[src/rtl/dp_pkg.sv]
// Shared datapath definitions: operand/address types, ALU opcodes and the
// decode helper that decides which instructions update the carry/overflow flag.
package dp_pkg;

    localparam int DATA_W    = 8;
    localparam int REG_AW    = 4;
    localparam int REG_DEPTH = 1 << REG_AW;
    localparam int CNT_W     = 8;

    typedef logic [DATA_W-1:0] data_t;
    typedef logic [REG_AW-1:0] reg_addr_t;
    typedef logic [CNT_W-1:0]  wr_count_t;
    typedef logic [3:0]        alu_op_t;

    localparam alu_op_t OP_ADD  = 4'b0000;
    localparam alu_op_t OP_SUB  = 4'b0001;
    localparam alu_op_t OP_NAND = 4'b0110;
    localparam alu_op_t OP_OR   = 4'b0111;
    localparam alu_op_t OP_SLL  = 4'b1000;
    localparam alu_op_t OP_SRL  = 4'b1001;
    localparam alu_op_t OP_LT   = 4'b1101;
    localparam alu_op_t OP_EQL  = 4'b1110;

    // Only the arithmetic ops produce a carry that a following op may chain on.
    function automatic logic op_writes_flag(input alu_op_t op);
        return (op == OP_ADD) || (op == OP_SUB);
    endfunction

endpackage

[src/rtl/reg_file_flags_if.sv]
// Register-file bus between decode/ALU (master) and the register file (slave).
// No handshake: reads are combinational every cycle, writes commit at the rising edge when enabled.
interface reg_file_flags_if;
    import dp_pkg::*;

    reg_addr_t RaddrA;
    reg_addr_t RaddrB;
    reg_addr_t Waddr;
    logic      WriteEn;
    data_t     DataIn;
    logic      FlagWriteEn;
    logic      FlagIn;
    logic      FlagClear;
    data_t     DataOutA;
    data_t     DataOutB;
    logic      FlagOut;
    wr_count_t WrCount;

    modport master (
        output RaddrA, RaddrB, Waddr, WriteEn, DataIn,
        output FlagWriteEn, FlagIn, FlagClear,
        input  DataOutA, DataOutB, FlagOut, WrCount
    );

    modport slave (
        input  RaddrA, RaddrB, Waddr, WriteEn, DataIn,
        input  FlagWriteEn, FlagIn, FlagClear,
        output DataOutA, DataOutB, FlagOut, WrCount
    );

endinterface

[src/rtl/flag_reg.sv]
// Single carry/overflow flag bit with clear > write > hold priority,
// kept separate so that priority can be exercised on its own.
module flag_reg (
    input  logic clk_i,
    input  logic rst_i,
    input  logic clear_i,
    input  logic we_i,
    input  logic d_i,
    output logic q_o
);

    logic flag_q;
    logic flag_d;

    // Clear wins so a chain can be started even on a cycle that also writes the flag.
    always_comb begin
        flag_d = flag_q;
        if (clear_i) begin
            flag_d = 1'b0;
        end else if (we_i) begin
            flag_d = d_i;
        end
    end

    always_ff @(posedge clk_i) begin
        if (rst_i) begin
            flag_q <= 1'b0;
        end else begin
            flag_q <= flag_d;
        end
    end

    assign q_o = flag_q;

endmodule

[src/rtl/reg_file_flags.sv]
// 16 x 8-bit architectural register file with two combinational read ports,
// one write port, the ALU carry flag and a saturating write counter.
module reg_file_flags
    import dp_pkg::*;
(
    input  logic             Clk,
    input  logic             Reset,
    reg_file_flags_if.slave  bus
);

    data_t     regs_q [REG_DEPTH];
    data_t     regs_d [REG_DEPTH];
    wr_count_t wr_count_q;
    wr_count_t wr_count_d;

    always_comb begin
        regs_d = regs_q;
        if (bus.WriteEn) begin
            regs_d[bus.Waddr] = bus.DataIn;
        end
    end

    always_comb begin
        wr_count_d = wr_count_q;
        if (bus.WriteEn && (wr_count_q != '1)) begin
            wr_count_d = wr_count_q + 8'd1;
        end
    end

    always_ff @(posedge Clk) begin
        if (Reset) begin
            for (int i = 0; i < REG_DEPTH; i++) begin
                regs_q[i] <= '0;
            end
            wr_count_q <= '0;
        end else begin
            regs_q     <= regs_d;
            wr_count_q <= wr_count_d;
        end
    end

    // Reads come straight from stored state; DataIn is built from these outputs
    // through the ALU, so a write bypass here would close a combinational loop.
    assign bus.DataOutA = regs_q[bus.RaddrA];
    assign bus.DataOutB = regs_q[bus.RaddrB];
    assign bus.WrCount  = wr_count_q;

    flag_reg u_flag_reg (
        .clk_i   (Clk),
        .rst_i   (Reset),
        .clear_i (bus.FlagClear),
        .we_i    (bus.FlagWriteEn),
        .d_i     (bus.FlagIn),
        .q_o     (bus.FlagOut)
    );

endmodule
[src/flat_wrapper.sv]
// flat-port wrapper written by rule: the top's interface ports become plain ports
module reg_file_flags_flat import dp_pkg::*;
  (Clk, Reset, bus_RaddrA, bus_RaddrB, bus_Waddr, bus_WriteEn, bus_DataIn, bus_FlagWriteEn, bus_FlagIn, bus_FlagClear, bus_DataOutA, bus_DataOutB, bus_FlagOut, bus_WrCount);
  reg_file_flags_if bus_i ();
  input  logic Clk;
  input  logic Reset;
  input wire logic [$bits(bus_i.RaddrA)-1:0] bus_RaddrA;
  input wire logic [$bits(bus_i.RaddrB)-1:0] bus_RaddrB;
  input wire logic [$bits(bus_i.Waddr)-1:0] bus_Waddr;
  input wire logic [$bits(bus_i.WriteEn)-1:0] bus_WriteEn;
  input wire logic [$bits(bus_i.DataIn)-1:0] bus_DataIn;
  input wire logic [$bits(bus_i.FlagWriteEn)-1:0] bus_FlagWriteEn;
  input wire logic [$bits(bus_i.FlagIn)-1:0] bus_FlagIn;
  input wire logic [$bits(bus_i.FlagClear)-1:0] bus_FlagClear;
  output wire logic [$bits(bus_i.DataOutA)-1:0] bus_DataOutA;
  output wire logic [$bits(bus_i.DataOutB)-1:0] bus_DataOutB;
  output wire logic [$bits(bus_i.FlagOut)-1:0] bus_FlagOut;
  output wire logic [$bits(bus_i.WrCount)-1:0] bus_WrCount;
  assign bus_i.RaddrA = bus_RaddrA;
  assign bus_i.RaddrB = bus_RaddrB;
  assign bus_i.Waddr = bus_Waddr;
  assign bus_i.WriteEn = bus_WriteEn;
  assign bus_i.DataIn = bus_DataIn;
  assign bus_i.FlagWriteEn = bus_FlagWriteEn;
  assign bus_i.FlagIn = bus_FlagIn;
  assign bus_i.FlagClear = bus_FlagClear;
  assign bus_DataOutA = bus_i.DataOutA;
  assign bus_DataOutB = bus_i.DataOutB;
  assign bus_FlagOut = bus_i.FlagOut;
  assign bus_WrCount = bus_i.WrCount;
  reg_file_flags u_core (.Clk(Clk), .Reset(Reset), .bus(bus_i));
endmodule
[config.mk]
export PLATFORM = sky130hd
export DESIGN_NAME = reg_file_flags_flat
export DESIGN_NICKNAME = d
export VERILOG_FILES = /design/src/rtl/dp_pkg.sv /design/src/rtl/reg_file_flags_if.sv /design/src/rtl/flag_reg.sv /design/src/rtl/reg_file_flags.sv /design/src/flat_wrapper.sv
export SDC_FILE = /design/constraint.sdc
export NUM_CORES = 1
export LEC_CHECK = 0
export BUFFER_PORTS_ARGS = -buffer_cell sky130_fd_sc_hd__buf_2
export CAP_MARGIN = 20
export CORE_MARGIN = 5
export CORE_UTILIZATION = 40
export DETAILED_ROUTE_END_ITERATION = 6
export PLACE_DENSITY_LB_ADDON = 0.12
export SYNTH_ARGS = -nofsm -noshare
export SYNTH_HDL_FRONTEND = slang
export SYNTH_SLANG_ARGS = --single-unit
[constraint.sdc]
create_clock -name Clk -period 2 [get_ports Clk]
set_input_delay 0.4 -clock Clk [delete_from_list [all_inputs] [get_ports Clk]]
set_output_delay 0.4 -clock Clk [all_outputs]
set_load 0.05 [all_outputs]
==> results of run 1 <==
stage by stage:
stage / utilization / setup WS [ps] / instance area (um^2) / total power, mW
6_report: 0.510 / -151 / 9070 / 7.11
5_1_grt: 0.510 / -170 / 9070 / 7.33
2_1_floorplan: - / 1.12 / 7230 / 3.23
4_1_cts: 0.507 / -137 / 9010 / 7.14
3_5_place_dp: 0.450 / -336 / 8000 / 3.48
3_3_place_gp: 0.450 / -313 / 8000 / 3.47
cell usage after synthesis (all sizes together):
| library cell | number | area [um^2] |
|---|---|---|
| o21ai | 75 | 375 |
| a311oi | 1 | 8.76 |
| mux4 | 64 | 1580 |
| nor2b | 5 | 31.3 |
| and3 | 2 | 12.5 |
| buf | 28 | 208 |
| nand2 | 99 | 372 |
| ha | 1 | 12.5 |
| nand3 | 12 | 65.1 |
| a22oi | 32 | 240 |
| dfxtp | 137 | 2740 |
| clkbuf | 40 | 150 |
| or3 | 1 | 6.26 |
| and2 | 2 | 12.5 |
| o211ai | 3 | 22.5 |
| xor2 | 2 | 17.5 |
| mux2i | 51 | 510 |
| nand3b | 2 | 31.3 |
| nand2b | 6 | 37.5 |
| a31oi | 1 | 6.26 |
| and4 | 2 | 17.5 |
| nand4 | 1 | 6.26 |
| nor3b | 1 | 18.8 |
| and2b | 1 | 7.51 |
| nor3 | 1 | 5.00 |
| a211oi | 1 | 7.51 |
| a21oi | 82 | 410 |
| nor2 | 66 | 248 |
| inv | 1 | 3.75 |
cell type report:
type                    count  area [um^2]
multi-input cells         514         4150
well taps                 229          287
clock inverters            13          224
inverters                   1         3.75
fillers                  1653         8710
repair buffers            118         1190
clock buffers              19          443
flip-flops and latches    137         2780
power groups by stage:
stage | Combinational (mW) | Clock [mW] | Sequential [mW]
3_5_place_dp | 0.620 | 0 | 2.86
2_1_floorplan | 0.367 | 0 | 2.86
4_1_cts | 0.706 | 3.63 | 2.80
5_1_grt | 0.761 | 3.76 | 2.80
6_report | 0.719 | 3.59 | 2.80
3_3_place_gp | 0.614 | 0 | 2.85
registers in the layout, indices dropped and copies added (netlist names):
register               count
u_core.bus.WrCount         8
u_core.u_flag_reg.q_o      1
u_core.regs_q            128
worst min-delay path by stage:
stage                                                     to                            start  slack [ps]
after floorplan              u_core.regs_q[120]$_SDFFE_PP0P_  u_core.regs_q[120]$_SDFFE_PP0P_         440
after global placement       u_core.regs_q[122]$_SDFFE_PP0P_  u_core.regs_q[122]$_SDFFE_PP0P_         460
after detailed placement     u_core.regs_q[126]$_SDFFE_PP0P_  u_core.regs_q[126]$_SDFFE_PP0P_         470
after CTS                 u_core.u_flag_reg.q_o$_SDFFE_PP0P_                    bus_FlagClear         120
after global routing      u_core.u_flag_reg.q_o$_SDFFE_PP0P_                    bus_FlagClear         120
final                     u_core.u_flag_reg.q_o$_SDFFE_PP0P_                    bus_FlagClear         120
routing by layer:
layer  up-vias  GRT usage
met5         -          0
met4         0     0.0714
met3        36     0.0489
met2       233      0.375
met1      3133      0.306
li1       2770          -
placed cells by master (no fill, tap or decap), types with 2 or more instances in the layout:
master,synthesis,final
dfxtp_1,137,107
nand2_1,99,83
a21oi_1,82,82
o21ai_0,75,75
nor2_1,66,66
mux4_2,28,61
mux2i_1,51,51
buf_4,3,46
a22oi_2,0,32
buf_2,13,31
dfxtp_2,0,30
clkbuf_16,0,17
buf_12,0,17
nand2_2,0,16
buf_6,10,16
nand3_1,11,11
nand2b_1,6,6
bufinv_16,0,6
nor2b_2,0,4
clkinv_2,0,4
buf_16,0,4
buf_8,0,4
mux4_1,36,3
o211ai_1,3,3
and2_1,2,2
and3_1,2,2
and4_1,2,2
xor2_1,2,2
clkinvlp_4,0,2
worst max-delay path: stages:
cell and delay (ps):
buf_12 120, buf_12 140, buf_6 120, mux4_2 510
a22oi_2 220, nand2_2 80, buf_6 160
timing repair:
action | CTS | global route
pin swaps | 27 | 11
endpoints found under the setup margin | 16 | 16
gates cloned | 4 | 0
gates resized for setup | 140 | 14
setup buffers | 1 | 3
cell families (layout without fill, tap and decap cells):
logic type | after synthesis | in the layout | synth area share
AOI/OAI and AO/OA | 195 | 195 | 0.150
buffers and inverters | 69 | 151 | 0.0505
adders and majority gates | 1 | 1 | 0.00175
and+or+nand+nor | 201 | 201 | 0.122
DFF | 137 | 137 | 0.383
muxes | 115 | 115 | 0.291
xor gates and xnor gates | 2 | 2 | 0.00245
==> impl_metrics.yaml, run 1 <==
outcome:
  status: "finished, violations left"
  violations: "negative setup slack"
worst_setup_path:
  required_ps: 1600
  rrSetupSlack_ps: 320
  worstSetupPathType: "in -> out"
  r2r_end: "u_core.bus.WrCount[1]$_SDFFE_PP0P_"
  r2r_start: "u_core.bus.WrCount[0]$_SDFFE_PP0P_"
  setup.worst_path.start: "bus_RaddrB[0]"
  critPathLaunchType: "primary input"
  r2r_cells: 5
  crit_path_end: "bus_DataOutB[5]"
  arrival_ps: 1750
  endpoint_kind: "output port"
  path_max_fanout: 5
cts:
  clkSinkCount: 137
  h-tree-depth: 4
  cts_buffers: 17
  clk_pin_slew_ps: 60
  hold_buffers: 0
  clk_latency_ps: 430
  clk_path_buf_depth: 2
  cts_root_buf: "clkbuf_16"
  cts_tree: "yes"
placement:
  hpwl_mm: 15.1
  io_buffers: 50
  place_congestion: 0.812
  placed_cells: 991
finish:
  antenna_cells: 0
  final-instance-count-excl-fill: 1031
  drive_gt1_frac: 0.369
  syn2layout_area_growth_pct: 26.7
  final_nets: 816
power_and_ir_drop:
  max-vdd-ir-drop_mv: 0.597
  cellPowerDensity_nw_per_um2: 784
  power_frac_seq: 0.394
  p_sw_mw: 1.68
  swShare: 0.237
  p_leak_nw: 3.53
  pwr-share-comb: 0.101
  clkPwrFrac: 0.505
  intPower_mw: 5.43
floorplan:
  placeableCoreArea_um2: 17800
  die_height_um: 144
  die_x_um: 144
  rows: 49
  io_pins: 51
  initial_utilization: 0.403
  dieArea_um2: 20700
worst_hold_path:
  holdPathStages: 2
  hold_class: "in -> reg"
global_routing:
  grt_pass1_vias: 6175
  grt_max_degree: 75
  grt_pass1_wl_mm: 35.9
  gr-total-overflow: 0
  grt_antenna_before_repair: 0
  grt_usage: 0.230
drt:
  dr.max_layer_used: "met4"
  ant_nets: 0
  dr_total_vias: 6172
  met1_length_mm: 9.69
  drtIter0Drc: 529
  drc: 0
  wl_mm: 22.8
  viasPerCell: 5.99
  wl_per_cell_um: 22.1
  route.met3.wl_mm: 1.52
  wl_met2_mm: 11.1
  dr.pass1.iters: 7
synth:
  synth_cell_types: 35
  synth_cells: 720
  synth.avg_cell_area_um2: 9.95
  yosysWarnings: 0
  syn_area_um2: 7160
  synth.net_count: 747
  yosysSeqAreaShare: 0.383
  synth-seq-cells: 137
sta:
  hold_viol: 0
  setup_viol: 16
  slew_violations: 0
  skew_ps: 5.85
  min_period_ps: 2150
  fin_crit_sh: 1.08
  slew_headroom: 0.544
  tightest_slew_ps: 680
  rsz0062_at_grt: "true"
  final.setup.tns_ps: -1590
  max_freq_mhz: 465
  whs_ps: 124
  setup_ws_ps: -151
run:
  cap_violations: 0
No activity file was read; power rests on OpenSTA's default activity.
==> inputs of run 2 (changes only) <==
--- a/config.mk
+++ b/config.mk
@@ -10,7 +10,9 @@
 export CORE_MARGIN = 5
 export CORE_UTILIZATION = 40
 export DETAILED_ROUTE_END_ITERATION = 6
+export GPL_TIMING_DRIVEN = 0
 export PLACE_DENSITY_LB_ADDON = 0.12
 export SYNTH_ARGS = -nofsm -noshare
 export SYNTH_HDL_FRONTEND = slang
 export SYNTH_SLANG_ARGS = --single-unit
+export TNS_END_PERCENT = 50
==> run 2 against run 1 <==
  * The run still ends with negative setup slack left
  * Combinational power down 5.7%
  * Critical path type is now reg -> out
  * Largest power group unchanged
  * Via count up 1.4%
  * Fmax down 0.42%
  * Non-clock buffer count down 5
  * Critical endpoint unchanged
  * Highest routed layer unchanged
==> impl_metrics.yaml, run 2 (synthesis results as in run 1) <==
floorplan:
  die_height_um: 144
  placeableCoreArea_um2: 17800
  die_x_um: 144
  io_pins: 51
  initial_utilization: 0.403
  dieArea_um2: 20700
  rows: 49
sta:
  rsz0062_at_grt: "true"
  slew_violations: 0
  setup_viol: 16
  setup_ws_ps: -160
  max_freq_mhz: 463
  min_period_ps: 2160
  tightest_slew_ps: 899
  hold_viol: 0
  skew_ps: 2.22
  fin_crit_sh: 1.08
  slew_headroom: 0.401
  whs_ps: 131
outcome:
  status: "finished, violations left"
  violations: "negative setup slack"
placement:
  io_buffers: 44
  place_congestion: 0.870
  placed_cells: 993
  hpwl_mm: 17.1
  postPlaceCellArea_um2: 7730
  pre_cts_ws_ps: -482
cts:
  clk_pin_slew_ps: 60
  clk_path_buf_depth: 2
  cts_buffers: 17
  cts_tree: "yes"
  hold_buffers: 0
  clkSinkCount: 137
  cts_root_buf: "clkbuf_16"
  clk_latency_ps: 430
  h-tree-depth: 4
global_routing:
  grt_max_degree: 17
  grt_pass1_vias: 6333
  grt_antenna_before_repair: 0
  grt_usage: 0.243
  grt_pass1_wl_mm: 37.4
  gr-total-overflow: 0
finish:
  largest_register_ffs: 128
  seq_area_um2: 2750
  stdcell_area_um2: 8680
  num-fill-cells: 1644
  top_register: "u_core.regs_q"
  final-instance-count-excl-fill: 1025
  layout_common_cells: "134 x dfxtp_1, 83 x nand2_1, 82 x a21oi_1"
  final_common_cell: "dfxtp_1"
  final_util: 0.488
  syn2layout_area_growth_pct: 21.2
  multiInputGateArea_um2: 4160
  final_nets: 811
  antenna_cells: 0
  drive_gt1_frac: 0.261
power_and_ir_drop:
  max-vdd-ir-drop_mv: 0.610
  p_leak_nw: 3.33
  cellPowerDensity_nw_per_um2: 797
worst_hold_path:
  hold_class: "in -> reg"
worst_setup_path:
  worstSetupPathType: "reg -> out"
  r2r_cells: 5
  crit_buf_inv: 1
  endpoint_kind: "output port"
  arrival_ps: 1760
  critPathLaunchType: "flop"
  setup.worst_path.start: "u_core.regs_q[53]$_SDFFE_PP0P_"
  path_max_fanout: 3
  cp.depth: 4
  critical_path.max_stage_delay_ps: 540
  cp_top_family: "multiplexers"
  crit_path_end: "bus_DataOutB[5]"
  required_ps: 1600
  r2r_start: "u_core.bus.WrCount[0]$_SDFFE_PP0P_"
  r2r_end: "u_core.bus.WrCount[1]$_SDFFE_PP0P_"
  slowest_stage: "mux4_1"
  rrSetupSlack_ps: 310
  path_cells: "mux4_1, a22oi_2, nand2_2, buf_4"
drt:
  viasPerCell: 6.11
  ant_nets: 0
  drc: 0
  dr_total_vias: 6258
  wl_per_cell_um: 23.7
  wl_mm: 24.3
  dr.pass1.iters: 6
  drtIter0Drc: 551
run:
  cap_violations: 0
[run 2: cell count changes in the layout (fill, tap and decap cells not counted), moves of 9 or more]
cell / before / now
dfxtp_1: 107 / 134
mux4_2: 61 / 52
dfxtp_2: 30 / 3
clkbuf_1: 1 / 42
mux4_1: 3 / 12
buf_4: 46 / 4
[run 2: cell type report]
type,count,area share
flip-flops and latches,137,0.316
well taps,229,0.0330
plain buffers,68,0.0580
multi-input cells,514,0.480
clock buffers,24,0.0578
repair buffers,45,0.0388
clock inverters,7,0.0159
inverters,1,0.000432
[run 2: power by group]
group          switching (mW)  internal [mW]  leakage, nW
sequential             0.0301           2.77         1.11
combinational           0.442          0.236         1.91
clock                    1.20           2.24        0.312
total                    1.67           5.25         3.33
[run 2: worst min-delay path by stage]
stage / startpoint / endpoint / slack [ps] / cells past startpoint
6_report: bus_FlagClear / u_core.u_flag_reg.q_o$_SDFFE_PP0P_ / 130 / 2
5_1_grt: bus_FlagClear / u_core.u_flag_reg.q_o$_SDFFE_PP0P_ / 140 / 2
4_1_cts: bus_FlagClear / u_core.u_flag_reg.q_o$_SDFFE_PP0P_ / 120 / 2
3_5_place_dp: u_core.regs_q[122]$_SDFFE_PP0P_ / u_core.regs_q[122]$_SDFFE_PP0P_ / 460 / 2
3_3_place_gp: u_core.regs_q[123]$_SDFFE_PP0P_ / u_core.regs_q[123]$_SDFFE_PP0P_ / 450 / 2
2_1_floorplan: u_core.regs_q[120]$_SDFFE_PP0P_ / u_core.regs_q[120]$_SDFFE_PP0P_ / 440 / 2
[run 2: what timing repair did]
action                                  4_1_cts  5_1_grt
endpoints found under the setup margin       16       16
pin swaps                                    17        8
resized for setup                           107       14
buffers inserted                              0        1
[run 2: worst reg2reg max path, cell delays in order, from the launching register on]
cell and delay (ps):
dfxtp_1 380, ha_1 260, nand4_1 240, o21ai_0 400, mux2i_1 230, nor2_1 50
[run 2: metrics by stage]
step                      setup TNS (ps)  power, mW
after floorplan                    -8.00       3.23
after global routing               -2640       7.10
after global placement             -6780       3.45
after detailed placement           -7400       3.46
final                              -2010       6.92
after CTS                          -2190       6.93
[run 2: layer usage]
layer | GRT usage | wire [um]
met2 | 0.384 | 11500
met5 | 0 | 0
met1 | 0.326 | 10300
met3 | 0.0496 | 1720
met4 | 0.0966 | 751
